==> config.mk <==
export PLATFORM = sky130hd
export DESIGN_NAME = if_stage_flat
export DESIGN_NICKNAME = d
export VERILOG_FILES = /design/src/rtl/if_stage_if.sv /design/src/rtl/if_stage.sv /design/src/flat_wrapper.sv
export SDC_FILE = /design/constraint.sdc
export NUM_CORES = 1
export LEC_CHECK = 0
export ABC_CLOCK_PERIOD_IN_PS = 4600
export CAP_MARGIN = 25
export CORE_MARGIN = 2
export CORE_UTILIZATION = 40
export CTS_CLUSTER_DIAMETER = 30
export DETAILED_ROUTE_END_ITERATION = 8
export GPL_TIMING_DRIVEN = 0
export PLACE_DENSITY = 0.67
export SYNTH_ARGS = -nofsm -noshare
export SYNTH_HDL_FRONTEND = slang
export SYNTH_SLANG_ARGS = --single-unit
==> constraint.sdc <==
create_clock -name clk -period 4.6 [get_ports clk]
set_clock_uncertainty 0.2 [all_clocks]
set_input_delay 1.15 -clock clk [delete_from_list [all_inputs] [get_ports clk]]
set_output_delay 1.15 -clock clk [all_outputs]
set_load 0.05 [all_outputs]
==> src/rtl/if_stage_if.sv <==
// Instruction-memory port between the fetch stage and imem.
// req/addr go out, ack/rdata come back; wait states allowed.
interface if_stage_if;

   logic        imem_req;
   logic [31:0] imem_addr;
   logic        imem_ack;
   logic [31:0] imem_rdata;

   modport master (
      output imem_req,
      output imem_addr,
      input  imem_ack,
      input  imem_rdata
   );

   modport slave (
      input  imem_req,
      input  imem_addr,
      output imem_ack,
      output imem_rdata
   );

endinterface

==> src/rtl/if_stage.sv <==
// Instruction fetch: PC select, imem req/ack, skid buffer, IF/ID register.
// A word returning under a decode stall waits in HOLD; redirects mid-fetch drain.
module if_stage #(
   parameter logic [31:0] RESET_PC = 32'h0000_0000
) (
   input  logic        clk,
   input  logic        rst,
   input  logic        pc_en,
   input  logic        IF_ID_en,
   input  logic        IF_flush,
   input  logic        pc_src,
   input  logic [1:0]  jump,
   input  logic [31:0] branch_target,
   input  logic [31:0] jr_target,
   if_stage_if.master  imem,
   output logic [31:0] IF_ID_instr,
   output logic [31:0] IF_ID_pc_plus4,
   output logic        IF_ID_valid
);

   typedef enum logic [1:0] {
      IDLE,
      WAIT,
      DRAIN,
      HOLD
   } state_t;

   state_t      state_q, state_d;
   logic [31:0] pc_q, pc_d;
   logic [31:0] addr_q, addr_d;
   logic [31:0] buf_q, buf_d;
   logic        req_q, req_d;
   logic [31:0] instr_q, instr_d;
   logic [31:0] pc4_q, pc4_d;
   logic        valid_q, valid_d;

   logic        redir;
   logic        deliver;
   logic        present;
   logic [31:0] word;
   logic [31:0] target;
   logic [31:0] pc_inc;

   assign redir   = pc_en & pc_src & (jump != 2'b11);
   assign deliver = pc_en & IF_ID_en & ~IF_flush;
   assign pc_inc  = pc_q + 32'd4;

   // j target is built from the instruction sitting in IF/ID
   always_comb begin
      unique case (jump)
         2'b00:   target = branch_target;
         2'b01:   target = {pc4_q[31:28], instr_q[25:0], 2'b00};
         2'b10:   target = jr_target;
         default: target = pc_inc;
      endcase
   end

   always_comb begin
      state_d = state_q;
      pc_d    = pc_q;
      addr_d  = addr_q;
      buf_d   = buf_q;
      present = 1'b0;
      word    = buf_q;
      unique case (state_q)
         IDLE: begin
            if (redir) begin
               pc_d = target;
            end else begin
               addr_d  = pc_q;
               state_d = WAIT;
            end
         end
         WAIT: begin
            if (redir) begin
               pc_d    = target;
               state_d = imem.imem_ack ? IDLE : DRAIN;
            end else if (imem.imem_ack && deliver) begin
               present = 1'b1;
               word    = imem.imem_rdata;
               pc_d    = pc_inc;
               state_d = IDLE;
            end else if (imem.imem_ack) begin
               buf_d   = imem.imem_rdata;
               state_d = HOLD;
            end
         end
         // the in-flight word belongs to the old path; swallow it
         DRAIN: begin
            if (redir) begin
               pc_d = target;
            end
            if (imem.imem_ack) begin
               state_d = IDLE;
            end
         end
         HOLD: begin
            if (redir) begin
               buf_d   = '0;
               pc_d    = target;
               state_d = IDLE;
            end else if (deliver) begin
               present = 1'b1;
               word    = buf_q;
               pc_d    = pc_inc;
               state_d = IDLE;
            end
         end
         default: begin
            state_d = IDLE;
         end
      endcase
      req_d = (state_d == WAIT) || (state_d == DRAIN);
   end

   always_comb begin
      instr_d = instr_q;
      pc4_d   = pc4_q;
      valid_d = valid_q;
      if (IF_flush) begin
         instr_d = '0;
         valid_d = 1'b0;
      end else if (IF_ID_en && present) begin
         instr_d = word;
         pc4_d   = pc_inc;
         valid_d = 1'b1;
      end else if (IF_ID_en) begin
         instr_d = '0;
         valid_d = 1'b0;
      end
   end

   always_ff @(posedge clk or negedge rst) begin
      if (!rst) begin
         state_q <= IDLE;
         pc_q    <= RESET_PC;
         addr_q  <= RESET_PC;
         buf_q   <= '0;
         req_q   <= 1'b0;
         instr_q <= '0;
         pc4_q   <= '0;
         valid_q <= 1'b0;
      end else begin
         state_q <= state_d;
         pc_q    <= pc_d;
         addr_q  <= addr_d;
         buf_q   <= buf_d;
         req_q   <= req_d;
         instr_q <= instr_d;
         pc4_q   <= pc4_d;
         valid_q <= valid_d;
      end
   end

   assign imem.imem_req  = req_q;
   assign imem.imem_addr = addr_q;

   assign IF_ID_instr    = instr_q;
   assign IF_ID_pc_plus4 = pc4_q;
   assign IF_ID_valid    = valid_q;

endmodule

==> src/flat_wrapper.sv <==
// flat-port wrapper written by rule: the top's interface ports become plain ports
module if_stage_flat 
#(
   parameter logic [31:0] RESET_PC = 32'h0000_0000
)
  (clk, rst, pc_en, IF_ID_en, IF_flush, pc_src, jump, branch_target, jr_target, IF_ID_instr, IF_ID_pc_plus4, IF_ID_valid, imem_imem_req, imem_imem_addr, imem_imem_ack, imem_imem_rdata);
  if_stage_if imem_i ();
  input  logic clk;
  input  logic rst;
  input  logic pc_en;
  input  logic IF_ID_en;
  input  logic IF_flush;
  input  logic pc_src;
  input  logic [1:0] jump;
  input  logic [31:0] branch_target;
  input  logic [31:0] jr_target;
  output logic [31:0] IF_ID_instr;
  output logic [31:0] IF_ID_pc_plus4;
  output logic IF_ID_valid;
  output wire logic [$bits(imem_i.imem_req)-1:0] imem_imem_req;
  output wire logic [$bits(imem_i.imem_addr)-1:0] imem_imem_addr;
  input wire logic [$bits(imem_i.imem_ack)-1:0] imem_imem_ack;
  input wire logic [$bits(imem_i.imem_rdata)-1:0] imem_imem_rdata;
  assign imem_imem_req = imem_i.imem_req;
  assign imem_imem_addr = imem_i.imem_addr;
  assign imem_i.imem_ack = imem_imem_ack;
  assign imem_i.imem_rdata = imem_imem_rdata;
  if_stage #(.RESET_PC(RESET_PC)) u_core (.clk(clk), .rst(rst), .pc_en(pc_en), .IF_ID_en(IF_ID_en), .IF_flush(IF_flush), .pc_src(pc_src), .jump(jump), .branch_target(branch_target), .jr_target(jr_target), .imem(imem_i), .IF_ID_instr(IF_ID_instr), .IF_ID_pc_plus4(IF_ID_pc_plus4), .IF_ID_valid(IF_ID_valid));
endmodule
==> results of run 1 <==
-- Yosys cell counts (11+ instances only) --
cell type and number:
nand2_1 187, a21oi_1 20, buf_2 21, nor2_1 30, dfrtp_1 164, mux2_2 29, mux2i_1 62, nand3_1 56
o21ai_0 101, xor2_1 14, inv_1 11, xnor2_1 15, clkbuf_1 38
-- report_power, final --
group	leakage, uW	total (uW)	internal [uW]	switching [uW]
clock	0.000294	1490	887	603
sequential	0.00206	2330	1960	367
combinational	0.00231	2930	1070	1860
total	0.00466	6750	3910	2830
-- stage by stage --
stage	power (uW)	std cells	setup slack [ps]	hold WS, ps	util
floorplan	4210	862	1760	266	-
detailed placement	5280	1335	458	270	0.525
CTS	6770	1367	908	284	0.555
global route	7080	1367	670	304	0.555
global placement	5220	1334	-4780	262	0.523
finish	6750	1367	817	277	0.555
-- logic make-up after synthesis --
logic type / after synthesis / share of synthesized area
AOI/OAI and AO/OA: 186 / 0.135
xor gates and xnor gates: 29 / 0.0311
adders and majority gates: 1 / 0.00153
buffers and inverters: 74 / 0.0377
DFF: 164 / 0.503
muxes: 91 / 0.116
and+or+nand+nor: 317 / 0.176
-- worst max-delay path by stage --
| stage | depth (start not counted) | startpoint | slack, ps | to |
|---|---|---|---|---|
| 3_5_place_dp | 9 | pc_en | 460 | u_core.IF_ID_pc_plus4[2] |
| 3_3_place_gp | 1 | rst | -4780 | u_core.IF_ID_instr[28] |
| 5_1_grt | 10 | pc_en | 670 | u_core.IF_ID_pc_plus4[27] |
| 4_1_cts | 9 | pc_en | 910 | u_core.IF_ID_pc_plus4[2] |
| 6_report | 10 | pc_en | 820 | u_core.IF_ID_pc_plus4[28] |
| 2_1_floorplan | 6 | jump[0] | 1760 | u_core.imem.imem_addr[20] |
-- final cells by class --
| cell class | count | share of cell area |
|---|---|---|
| Sequential cell | 164 | 0.368 |
| Multi-Input combinational cell | 624 | 0.336 |
| Tap cell | 270 | 0.0303 |
| Timing Repair Buffer | 203 | 0.184 |
| Inverter | 11 | 0.00370 |
| Clock buffer | 21 | 0.0412 |
| Clock inverter | 11 | 0.0134 |
| Buffer | 63 | 0.0239 |
-- registers in the layout (all words and copies together), names as in the netlist --
register               flops
u_core.IF_ID_instr        32
u_core.buf_q              32
u_core.IF_ID_valid         1
u_core.pc_q               32
u_core.imem.imem_req       1
u_core.state_q             2
u_core.IF_ID_pc_plus4     32
u_core.imem.imem_addr     32
-- routing by layer --
| layer | GRT usage | share of wire | up-vias |
|---|---|---|---|
| li1 | - | - | 3468 |
| met1 | 0.329 | 0.43 | 3506 |
| met2 | 0.402 | 0.48 | 327 |
| met3 | 0.0500 | 0.065 | 46 |
| met4 | 0.0801 | 0.023 | 0 |
| met5 | 0 | 0 | - |
-- worst max-delay path, delay by kind of cell --
family / cells / cell delay, ps
and+or+nand+nor: 4 / 670
AOI/OAI and AO/OA: 1 / 100
buffers and inverters: 5 / 2000
==> flow_summary_export.csv, run 1 <==
group,metric,value,unit
run_status,outcome,"completed",
placed_design,dpl.hpwl,19700,um
cts,clk_latency,430,ps
critical_path,crit_chain,"clkdlybuf4s50_1 -> and2_1 -> buf_2 -> nand2_1 -> nand2_1 -> buf_2 -> buf_2 -> buf_1 -> nand2_1 -> o21ai_0",
sta,rsz0062_at_grt,"no",
critical_path,cp.required,4740,ps
grt,grt_pass1_wl,41000,um
sta,tightestPinTransition,812,ps
critical_path,crit_path_end_kind,"flop",
yosys,syn_area,8160,um2
layout,final_nets,1190,
sta,tns,0,ps
sta,drv_slew,0,
placed_design,io_buffer_count,202,
min_path,min-delay-path-class,"reg -> reg",
routing,wl,26400,um
die,die_x,147,um
yosys,yosys.area.top_type,"dfrtp_1",
cts,ctsResizeCount,0,
critical_path,crit_path_top_delay_cell,"buf_1",
layout,filler_cell_count,1830,
grt,antenna_found_initial,1,
layout,final_cell_mix,"201 x clkdlybuf4s50_1, 187 x nand2_1, 164 x dfrtp_1",
min_path,hold_end,"u_core.IF_ID_pc_plus4[19]",
die,io_pins,203,
die,die-area,21600,um2
die,die_y,147,um
layout,drive_gt1_frac,0.0830,
layout,regArea,4100,um2
cts,hold_buffers,0,
critical_path,crit_path_max_incr_delay,570,ps
yosys,synth-seq-area-share,0.503,
critical_path,r2r_cells,9,
layout,multi_input_comb_area,3750,um2
critical_path,r2r_slack,1670,ps
grt,grt_usage,0.246,
critical_path,critPathArrivalTime,3930,ps
yosys,synth.distinct_cells,54,
sta,hold_viol_final,0,
min_path,hold_depth,2,
grt,grt_max_degree,111,
cts,htreeDepth,4,
sta,setup_viol,0,
die,start_util,0.406,
cts,cts_made_buffers,17,
critical_path,start_kind,"input pin",
critical_path,worstPathMaxFanout,10,
yosys,synth_warnings,0,
power,ir_drop,0.291,mV
cts,cts_tree,"done",
power,power_density,604,nW/um2
yosys,ys_ff_latch,164,
critical_path,critPathKind,"in -> reg",
min_path,min_from,"u_core.IF_ID_pc_plus4[19]",
routing,ant_nets,0,
sta,period_minus_slack,3780,ps
yosys,netlist_instances,862,
sta,maxSlewHeadroom,0.455,
yosys,synth_area_leaders,"dfrtp_1 50%, nand2_1 8.6%, mux2i_1 7.6%",
yosys,async_flop_share,1.00,
cts,clockBufferDepth,2,
routing,drc,0,
cts,clock-root-buffer,"clkbuf_16",
placed_design,placed_area,10600,um2
grt,grt_pass1_vias,7085,
critical_path,r2r-end,"u_core.IF_ID_pc_plus4[28]",
routing,num_vias,7347,
layout,antenna_cells,0,
grt,grt-ovfl-total,0,
yosys,synth_edf_count,0,
yosys,synth_fp_nets,968,
run,cap_violations,0,
routing,drt_iter0_drc,651,
routing,vias_per_cell,5.37,
sta,period_share,0.822,
die,core,20100,um2
yosys,synth_ff_type,"dfrtp_1",
layout,final_area,11200,um2
routing,wl_per_cell,19.3,um
cts,post-cts-setup-buffer-count,0,
critical_path,r2r-start,"u_core.state_q[1]",
yosys,avgSynthCellArea,9.47,um2
layout,area_delta_synth_final,36.8,%
sta,fmax,264,MHz
cts,cts.sinks,164,
placed_design,gp_congestion,0.920,
power,p_leak,0.00466,uW
die,rows,52,
layout,final_common_cell,"clkdlybuf4s50_1",
routing,drt_first_pass_iters,8,
yosys,synth_top_area_frac,0.503,
cts,clk_pin_slew,60,ps
No activity file was read; power rests on OpenSTA's default activity.
==> run 2: changes to the inputs <==
- ABC_CLOCK_PERIOD_IN_PS: 4600 -> 3100
- PLACE_DENSITY: 0.67 -> 0.7
- clock period: 4.6 -> 3.1 ns (I/O delays scaled with it)
==> flow_summary_export.csv, run 2 (synthesis gave the netlist of run 1 again) <==
group,metric,value,unit
sta,fmax,328,MHz
layout,area_delta_synth_final,36.8,%
critical_path,crit_path_max_incr_delay,680,ps
routing,wl_per_cell,19.1,um
critical_path,critPathKind,"in -> reg",
die,die_y,147,um
grt,grt_pass1_vias,7147,
critical_path,critPathTopFamily,"compound AO/OA/AOI/OAI gates",
placed_design,placed_area,10600,um2
cts,clockBufferDepth,2,
sta,hold_viol_final,0,
critical_path,r2r_cells,7,
critical_path,r2r_slack,330,ps
power,p_leak,0.00466,uW
layout,drive_gt1_frac,0.0866,
die,die_x,147,um
layout,antenna_cells,0,
run,cap_violations,0,
routing,drc,0,
critical_path,r2r-start,"u_core.state_q[0]",
layout,final_cell_mix,"201 x clkdlybuf4s50_1, 187 x nand2_1, 164 x dfrtp_1",
layout,final_area,11200,um2
die,core,20100,um2
placed_design,io_buffer_count,202,
run_status,outcome,"completed",
critical_path,crit_path_top_delay_cell,"o21ai_1",
die,start_util,0.406,
critical_path,r2r-end,"u_core.pc_q[12]",
placed_design,gp_congestion,0.934,
sta,period_minus_slack,3050,ps
grt,grt_pass1_wl,41000,um
critical_path,worst-path-buf-inv,3,
routing,drt_iter0_drc,757,
critical_path,crit_path_end_kind,"flop",
cts,clk_pin_slew,70,ps
sta,tightestPinTransition,839,ps
cts,cts_tree,"done",
grt,antenna_found_initial,0,
grt,grt-ovfl-total,0,
placed_design,place_ws,-589,ps
placed_design,dpl.hpwl,19700,um
sta,drv_slew,0,
layout,final_nets,1190,
power,power_density,892,nW/um2
routing,wl,26100,um
die,rows,52,
sta,hold_ws,111,ps
cts,htreeDepth,4,
die,die-area,21600,um2
sta,maxSlewHeadroom,0.437,
sta,setup_slack,52.5,ps
layout,filler_cell_count,1800,
die,io_pins,203,
cts,clock-root-buffer,"clkbuf_16",
cts,cts_made_buffers,17,
grt,grt_max_degree,91,
min_path,min-delay-path-class,"in -> async",
critical_path,cp.required,3270,ps
sta,period_share,0.983,
sta,setup_viol,0,
routing,drt_first_pass_iters,6,
critical_path,start_kind,"input pin",
cts,clk_latency,440,ps
critical_path,crit_chain,"clkdlybuf4s50_1 -> and2_1 -> buf_2 -> o21ai_1 -> clkbuf_1 -> a211oi_1 -> a21oi_1 -> o22a_1",
routing,ant_nets,0,
layout,final_common_cell,"clkdlybuf4s50_1",
power,ir_drop,0.474,mV
critical_path,critPathArrivalTime,3210,ps
grt,grt_usage,0.247,
cts,cts.sinks,164,
critical_path,worstPathMaxFanout,10,
power,power.total,9960,uW
routing,num_vias,7301,
layout,fin_util,0.555,
routing,vias_per_cell,5.34,
run 2: per-layer routing:
layer / global-route usage / share of wire / vias to the layer above
met2: 0.409 / 0.49 / 301
met4: 0.0709 / 0.021 / 0
li1: - / - / 3472
met1: 0.325 / 0.42 / 3489
met5: 0 / 0 / -
met3: 0.0584 / 0.067 / 39
run 2: where the power goes:
group / switching (uW) / internal [uW]
Sequential: 546 / 2910
Combinational: 2760 / 1590
Clock: 937 / 1220
Total: 4250 / 5710
run 2: layout make-up:
| cell class | count | area [um2] | area share |
|---|---|---|---|
| Buffer | 63 | 273 | 0.0244 |
| Clock inverter | 13 | 149 | 0.0133 |
| Clock buffer | 19 | 443 | 0.0397 |
| Tap cell | 270 | 338 | 0.0303 |
| Inverter | 11 | 41.3 | 0.00370 |
| Timing Repair Buffer | 203 | 2050 | 0.184 |
| Sequential cell | 164 | 4100 | 0.368 |
| Multi-Input combinational cell | 624 | 3760 | 0.337 |
run 2: worst max-delay path by stage:
stage,startpoint,endpoint,slack (ps),cells past startpoint
finish,pc_en,u_core.pc_q[12],50,8
global placement,rst,u_core.buf_q[25],-5820,1
CTS,pc_en,u_core.pc_q[18],110,7
detailed placement,pc_en,u_core.IF_ID_pc_plus4[2],-590,9
floorplan,jump[0],u_core.imem.imem_addr[20],640,6
global route,IF_flush,u_core.IF_ID_pc_plus4[25],-7,9
run 2: timing repair:
| item | 4_1_cts | 5_1_grt |
|---|---|---|
| endpoints found under the setup margin | 18 | 24 |
| hold buffers | 0 | 0 |
| resized for setup | 2 | 4 |
| buffers inserted | 0 | 0 |
| pin swaps | 0 | 1 |
run 2: per-stage QoR:
step                      setup TNS (ps)  std cells
after floorplan                        0        862
after global placement           -978430       1334
after detailed placement          -30010       1335
after CTS                              0       1367
after global routing               -7.22       1367
final                                  0       1367
